[config.mk]
export PLATFORM = sky130hd
export DESIGN_NAME = fetch_queue_6502
export DESIGN_NICKNAME = d
export VERILOG_FILES = /design/src/rtl/fetch_queue_6502.sv
export SDC_FILE = /design/constraint.sdc
export NUM_CORES = 1
export LEC_CHECK = 0
export ABC_AREA = 1
export BUFFER_PORTS_ARGS = -buffer_cell sky130_fd_sc_hd__buf_2
export CAP_MARGIN = 30
export CORE_MARGIN = 3
export CORE_UTILIZATION = 45
export CTS_BUF_LIST = sky130_fd_sc_hd__clkbuf_8
export CTS_CLUSTER_DIAMETER = 100
export DETAILED_ROUTE_END_ITERATION = 10
export SLEW_MARGIN = 10
export SYNTH_ARGS = -nofsm -noshare
export SYNTH_HDL_FRONTEND = slang
export SYNTH_SLANG_ARGS = --single-unit
[constraint.sdc]
create_clock -name clk -period 5.08 [get_ports clk]
set_clock_uncertainty 0.05 [all_clocks]
set_input_delay 0.254 -clock clk [delete_from_list [all_inputs] [get_ports clk]]
set_output_delay 0.254 -clock clk [all_outputs]
set_load 0.01 [all_outputs]
[src/rtl/fetch_queue_6502.sv]
// fetch_queue_6502: prefetching byte queue that assembles 1-3 byte 6502 instructions for decode.
// Optional RESET_VECTOR_EN: take the start PC from the reset vector at 0xFFFC/0xFFFD instead of RESET_PC.
module fetch_queue_6502 #(
  parameter int                ADDR_W   = 16,
  parameter int                QDEPTH   = 8,
  parameter logic [ADDR_W-1:0] RESET_PC = 16'h0000
) (
  input  logic                    clk,
  input  logic                    rst,
  output logic                    fetch_req,
  output logic [ADDR_W-1:0]       fetch_addr,
  input  logic                    fetch_gnt,
  input  logic [7:0]              fetch_data,
  input  logic                    redirect_valid,
  input  logic [ADDR_W-1:0]       redirect_pc,
  output logic                    instr_valid,
  input  logic                    instr_ready,
  output logic [7:0]              instr_opcode,
  output logic [7:0]              instr_op1,
  output logic [7:0]              instr_op2,
  output logic [1:0]              instr_len,
  output logic [ADDR_W-1:0]       instr_pc,
  output logic [$clog2(QDEPTH):0] q_level
);

  localparam int                PTR_W     = $clog2(QDEPTH);
  localparam int                LVL_W     = PTR_W + 1;
  localparam logic [LVL_W-1:0]  DEPTH_LVL = LVL_W'(QDEPTH);
  localparam logic [ADDR_W-1:0] VEC_ADDR  = {{(ADDR_W-2){1'b1}}, 2'b00};

  typedef enum logic [1:0] {
    VEC_LO = 2'd0,
    VEC_HI = 2'd1,
    RUN    = 2'd2
  } state_t;

  logic [7:0]        queue_mem [QDEPTH];
  logic [PTR_W-1:0]  rd_ptr_r;
  logic [PTR_W-1:0]  wr_ptr_r;
  logic [LVL_W-1:0]  level_r;
  logic [ADDR_W-1:0] fetch_pc_r;
  logic [ADDR_W-1:0] head_pc_r;
  logic              inflight_r;
  logic [7:0]        vec_lo_r;
  state_t            state_r;

  logic [7:0] head_byte_s;
  logic [7:0] byte1_s;
  logic [7:0] byte2_s;
  logic [1:0] head_len_s;
  logic [1:0] pop_len_s;
  logic       run_s;
  logic       redirect_s;
  logic       push_s;
  logic       grant_s;

  function automatic logic [1:0] decode_len(input logic [7:0] op);
    logic [1:0] len;
    if (op[3:0] == 4'h8 || op[3:0] == 4'hA || op == 8'h40 || op == 8'h60) begin
      len = 2'd1;
    end else if (op[3:2] == 2'b11 || op == 8'h20 || op[4:0] == 5'b11001) begin
      len = 2'd3;
    end else begin
      len = 2'd2;
    end
    return len;
  endfunction

  assign fetch_addr = fetch_pc_r;
  assign q_level    = level_r;

  // Head decode, decode-side handshake and bus request.
  always_comb begin
    head_byte_s = queue_mem[rd_ptr_r];
    byte1_s     = queue_mem[rd_ptr_r + PTR_W'(1)];
    byte2_s     = queue_mem[rd_ptr_r + PTR_W'(2)];
    head_len_s  = decode_len(head_byte_s);
    run_s       = (state_r == RUN);
    redirect_s  = run_s && redirect_valid;
    instr_valid = run_s && !redirect_valid && !rst && (level_r >= LVL_W'(head_len_s));
    if (instr_valid) begin
      instr_opcode = head_byte_s;
      instr_op1    = (head_len_s >= 2'd2) ? byte1_s : 8'h00;
      instr_op2    = (head_len_s == 2'd3) ? byte2_s : 8'h00;
      instr_len    = head_len_s;
      instr_pc     = head_pc_r;
    end else begin
      instr_opcode = 8'h00;
      instr_op1    = 8'h00;
      instr_op2    = 8'h00;
      instr_len    = 2'd0;
      instr_pc     = {ADDR_W{1'b0}};
    end
    pop_len_s = (instr_valid && instr_ready) ? head_len_s : 2'd0;
    push_s    = run_s && inflight_r && !redirect_valid;
    // Vector fetches are strictly one at a time; the queue is not involved.
    if (rst) begin
      fetch_req = 1'b0;
    end else if (run_s) begin
      fetch_req = !redirect_valid && ((level_r + LVL_W'(inflight_r)) < DEPTH_LVL);
    end else begin
      fetch_req = !inflight_r;
    end
    grant_s = fetch_req && fetch_gnt;
  end

  // Queue, pointers, PCs and the reset-vector sequencer.
  always_ff @(posedge clk) begin
    if (rst) begin
      for (int i = 0; i < QDEPTH; i++) begin
        queue_mem[i] <= 8'h00;
      end
      rd_ptr_r   <= {PTR_W{1'b0}};
      wr_ptr_r   <= {PTR_W{1'b0}};
      level_r    <= {LVL_W{1'b0}};
      inflight_r <= 1'b0;
      vec_lo_r   <= 8'h00;
`ifdef RESET_VECTOR_EN
      state_r    <= VEC_LO;
      fetch_pc_r <= VEC_ADDR;
      head_pc_r  <= VEC_ADDR;
`else
      state_r    <= RUN;
      fetch_pc_r <= RESET_PC;
      head_pc_r  <= RESET_PC;
`endif
    end else if (redirect_s) begin
      // Clearing inflight drops the returning byte: it is never pushed.
      rd_ptr_r   <= {PTR_W{1'b0}};
      wr_ptr_r   <= {PTR_W{1'b0}};
      level_r    <= {LVL_W{1'b0}};
      inflight_r <= 1'b0;
      fetch_pc_r <= redirect_pc;
      head_pc_r  <= redirect_pc;
    end else begin
      inflight_r <= grant_s;
      if (grant_s) begin
        fetch_pc_r <= fetch_pc_r + ADDR_W'(1);
      end
      case (state_r)
        VEC_LO: begin
          if (inflight_r) begin
            vec_lo_r <= fetch_data;
            state_r  <= VEC_HI;
          end
        end
        VEC_HI: begin
          if (inflight_r) begin
            fetch_pc_r <= ADDR_W'({fetch_data, vec_lo_r});
            head_pc_r  <= ADDR_W'({fetch_data, vec_lo_r});
            state_r    <= RUN;
          end
        end
        RUN: begin
          if (push_s) begin
            queue_mem[wr_ptr_r] <= fetch_data;
            wr_ptr_r            <= wr_ptr_r + PTR_W'(1);
          end
          rd_ptr_r  <= rd_ptr_r + PTR_W'(pop_len_s);
          head_pc_r <= head_pc_r + ADDR_W'(pop_len_s);
          level_r   <= level_r + LVL_W'(push_s) - LVL_W'(pop_len_s);
        end
        default: begin
          state_r <= RUN;
        end
      endcase
    end
  end

endmodule

## After elaboration in Yosys (flattened, before gate mapping)

Memories as Yosys holds them, arrays and structs flattened. A register that Yosys moved wholly into a read port is not among the register bits.
Index checks and enable logic that the tools add are counted.

- Order comparisons: 3
- Add/subtract/negate cells: 9
- Reduce and logical (&&, ||, !) cells: 25
- Muxes and demuxes: 34
- Bitwise logic cells: 2
- Equality and inequality tests: 13

Operator list:

| cell | count |
|---|---|
| two-way mux 16 bit | 7 |
| two-way mux 8 bit | 6 |
| case mux 16 bit (2 select lines) | 1 |
| adder 16 x 1 -> 16 bit, second input constant | 1 |
| adder 16 x 2 -> 16 bit | 1 |
| equality test 8 x 7 -> 1 bit, second input constant | 2 |
| two-way mux 1 bit | 11 |
| two-way mux 2 bit | 5 |
| logical AND 1 bit | 9 |
| two-way mux 3 bit | 3 |
| adder 4 x 1 -> 4 bit | 2 |
| equality test 4 bit, second input constant | 2 |
| equality test 8 x 6 -> 1 bit, second input constant | 1 |
| OR reduction 8 bit | 1 |
| adder 3 x 1 -> 3 bit, second input constant | 2 |
| equality test 2 bit, second input constant | 3 |
| case mux 2 bit (3 select lines) | 1 |
| equality test 5 bit, second input constant | 1 |
| logical OR 1 bit | 5 |
| greater-or-equal comparator 4 x 2 -> 1 bit | 1 |
| less-than comparator 4 bit, second input constant | 1 |
| != test 2 bit, second input constant | 2 |
| AND reduction 2 bit | 2 |
| AND reduction 4 bit | 1 |
| 12 further kinds | 15 |

- Logic and storage cells: 95
- Register bits after elaboration: 53
- Memories kept: 1
- Memory bits (writable): 64

Memories:

| name | words | bits a word | read ports | clocked after memory_dff | write ports | line | text |
|---|---|---|---|---|---|---|---|
| queue_mem | 8 | 8 | 3 | 1 | 8 | 37 | `logic [7:0] queue_mem [QDEPTH];` |

## Logic depth before layout (Yosys ltp)

- Depth after elaboration: 12
- Mapped depth: 35
- Mapped depth without buffers: 34

## Worst setup path before layout

Ideal clock, no wire load.

- Path type: reg2reg
- Start: reg with a tool-made name
- End: reg head_pc_r[12]
- Stages on the path, launching flop included: 32
- Data arrival time: 3,968 ps
- Buffers on the path: 1
- Period minus slack after synthesis: 4,087 ps
- Slack: 993 ps
- Setup time: 70 ps
- Path through: dfxtp_1 buf_2 clkinv_1 nand3_1 nand2_1 nand2_1 nor2_4 nand2_1 nand2_2 nor2_1 inv_1 ha_1 inv_1 nand2_1 a21oi_1 o21ai_0 nand3_1 inv_1 nand2_1 nor2_1 ha_1 inv_1 fa_1 inv_1 nand2_1 nor2_1 nand3_1 nor2_1 nand2_1 o21ai_0 o211ai_1 a21oi_1

RTL lines:

| item | line | text |
|---|---|---|
| end signal, assigned | 134 | `head_pc_r <= redirect_pc;` |
| end signal, assigned | 150 | `head_pc_r <= ADDR_W'({fetch_data, vec_lo_r});` |
| end signal, assigned | 160 | `head_pc_r <= head_pc_r + ADDR_W'(pop_len_s);` |
| end, declared | 42 | `logic [ADDR_W-1:0] head_pc_r;` |

==> flow_summary_export.csv <==
group,metric,value,unit
status,status,"completed",
clocking,cts_tree,"built",
routing,vias,8000,
clocking,hold_buffers,0,
layout,fillCellCount,1731,
clocking,root_buffer,"clkbuf_8",
timing,fin_hold_ws,0.0279,ns
timing,layout_setup_ws,0.527,ns
floorplanning,start_util,0.469,
setup_path,cp_slowest_cell,"fa_1",
yosys,yosysSeqAreaShare,0.384,
routing,viasPerCell,5.53,
pwr,finalPower,2.19,mW
yosys,synth_top_family_by_area,"simple AND/OR/NAND/NOR gates",
routing,wl_per_cell,18.0,um
setup_path,crit_top_cell,"nand2_1",
timing,tns,0,ns
pwr,vdd_drop_max,140,uV
yosys,yosysWarnings,0,
layout,n_antenna_cell,0,
yosys,synth_xor_area_frac,0.0188,
yosys,syn_area,7920,um^2
floorplanning,dieArea,19200,um^2
pwr,cellLeakagePower,3.93,nW
place,globalplace.congestion,0.974,
layout,area_growth,12.9,%
worst_hold_path,min_from,"redirect_pc[15]",
routing,drc,0,
yosys,synth_compound_area_frac,0.176,
floorplanning,io_pins,93,
yosys,ys_types,41,
floorplanning,core_region_area,16900,um^2
place,dp_slack,0.307,ns
yosys,muxShareOfSynthArea,0,
layout,drive_above_1_share,0.145,
routing,drt-initial-drc-count,566,
yosys,async_flop_share,0,
timing,max_freq,220,MHz
clocking,cts_buffers,17,
clocking,post_cts_resized,0,
global_routing,track_usage,0.265,
timing,slew_viol_final,0,
yosys,synth_area_leader_cell,"edfxtp_1",
yosys,syn_nets,1188,
yosys,ys.flop_type,"edfxtp_1",
yosys,ys_seq_elements,120,
timing,tightest_slew,0.882,ns
setup_path,cp-end-kind,"flip-flop",
yosys,avgSynthCellArea,6.94,um^2
global_routing,grt_first_pass_wirelength,40.8,mm
yosys,synth-adder-area-share,0.0313,
clocking,cts_htree_levels,4,
setup_path,cp-start-kind,"flip-flop",
yosys,synth_cells,1141,
setup_path,critPathKind,"flip-flop to flip-flop",
layout,finalNetCount,1260,
place,port_buffers,92,
timing,max_slew_margin,0.412,
routing,routed_wl,26.0,mm
yosys,netlist.area_leader.share,0.243,
global_routing,grt_pass1_vias,7550,
flow_run,drv_cap,0,
floorplanning,rows,47,
clocking,clk_latency,0.45,ns
setup_path,path_max_fanout,26,
floorplanning,die_y,139,um
clocking,cts_sinks,120,
pwr,power-per-cell-area,245,nW/um^2
routing,drtPass1Iterations,5,
routing,ant_nets,0,
timing,layout_min_cycle_time,4.55,ns
yosys,synth_edf_count,64,
place,hpwl,19.3,mm
yosys,synth_area_leaders,"edfxtp_1, dfxtp_1, nand2_1",
setup_path,slowest_delay,0.42,ns
clocking,clockBufferDepth,2,
setup_path,cp.arrival,4.88,ns
worst_hold_path,hp-class,"input pin to flip-flop",
global_routing,antenna_found_initial,0,
clocking,clkSlewWorstSetupHoldPaths,0.08,ns
global_routing,grt_max_degree,48,
clocking,postCtsSetupBuffers,0,
floorplanning,die_w,139,um
timing,fin_crit_sh,0.896,
global_routing,gr-total-overflow,0,
setup_path,critPathRequiredTime,5.41,ns
timing,setup_viol,0,
yosys,yosys.area_share.simple,0.288,
timing,hold_viol,0,
synth_stat cells, types with 7 or more instances:
library cell,count
a21oi_1,105
a31oi_1,10
buf_2,9
clkbuf_1,31
clkinv_1,10
dfxtp_1,56
edfxtp_1,64
ha_1,15
inv_1,126
inv_2,7
nand2_1,249
nand3_1,80
nand3_2,7
nor2_1,168
o211ai_1,16
o21ai_0,108
o31ai_1,8
xor2_1,11
state kept, by name, indices dropped and copies added (netlist names), named ones only:
register and flops:
head_pc_r 16, vec_lo_r 8, queue_mem 64, wr_ptr_r 3
state_r 2, fetch_addr 16, rd_ptr_r 3, q_level 4
inflight_r 1
kinds of logic after synthesis:
family / count (synthesis)
adders and majority gates: 18
buffers and inverters: 196
DFF: 120
xor gates and xnor gates: 17
AOI/OAI and AO/OA: 257
and+or+nand+nor: 533
worst paths after layout:
| kind | end | slack [ns] | cells after the start |
|---|---|---|---|
| hold reg to reg | vec_lo_r[2]$_SDFFE_PP0P_ | 0.42 | 2 |
| hold / removal | fetch_addr[15]$_SDFF_PP0_ | 0.03 | 3 |
| setup reg to reg | head_pc_r[12]$_SDFFE_PP0P_ | 0.53 | 33 |
| setup / recovery | head_pc_r[12]$_SDFFE_PP0P_ | 0.53 | 33 |
cell usage in the layout (no fill, tap or decap), types with 6 or more instances in the layout:
cell type  Yosys  final
clkbuf_8       0     18
nand2_2        6      6
buf_4          6     12
inv_1        126    126
dfxtp_1       56     55
clkinv_1      10     10
nand3_1       80     79
a21oi_1      105    105
nand3_2        7      8
nand2_1      249    249
a31oi_1       10     10
o31ai_1        8      8
xnor2_1        6      6
ha_1          15     15
nor2_1       168    165
buf_2          9     92
inv_2          7      7
xor2_1        11     11
edfxtp_1      64     64
o211ai_1      16     16
o21ai_0      108    108
metrics by stage:
| step | instances | utilization | area (um^2) |
|---|---|---|---|
| global route | 1446 | 0.530 | 8940 |
| detailed placement | 1413 | 0.504 | 8500 |
| CTS | 1445 | 0.527 | 8900 |
| global placement | 1413 | 0.504 | 8500 |
| finish | 1446 | 0.530 | 8940 |
| floorplan | 1141 | - | 7920 |
power breakdown:
group / total [mW] / leakage, nW / switching (mW) / internal [mW]
Sequential: 1.09 / 1.12 / 0.0337 / 1.05
Combinational: 0.234 / 2.62 / 0.159 / 0.0750
Clock: 0.874 / 0.187 / 0.425 / 0.450
Total: 2.19 / 3.93 / 0.617 / 1.58
cell type report:
type	count	area [um^2]	area share
sequential	120	3040	0.340
clock inverter	14	151	0.0169
timing repair buffer	106	598	0.0669
tap	220	275	0.0308
multi-input combinational	825	4090	0.457
clock buffer	18	248	0.0277
inverter	143	537	0.0600
per-layer routing:
layer	vias to the layer above	global-route usage	wire [um]
li1	3905	-	-
met1	3736	0.342	11400
met2	301	0.443	12200
met3	58	0.0407	1360
met4	0	0.119	1040
met5	-	0	0
critical path: cells and delay by family, from the launching register on:
family                   cells  cell delay [ns]
AND/OR/NAND/NOR             19             1.93
adder cells (fa/ha/maj)      3             0.87
buffers and inverters        6             0.65
AO/OA/AOI/OAI                5             0.63
flip-flops                   1             0.34
Note: power is estimated with default switching activity, not from simulation.
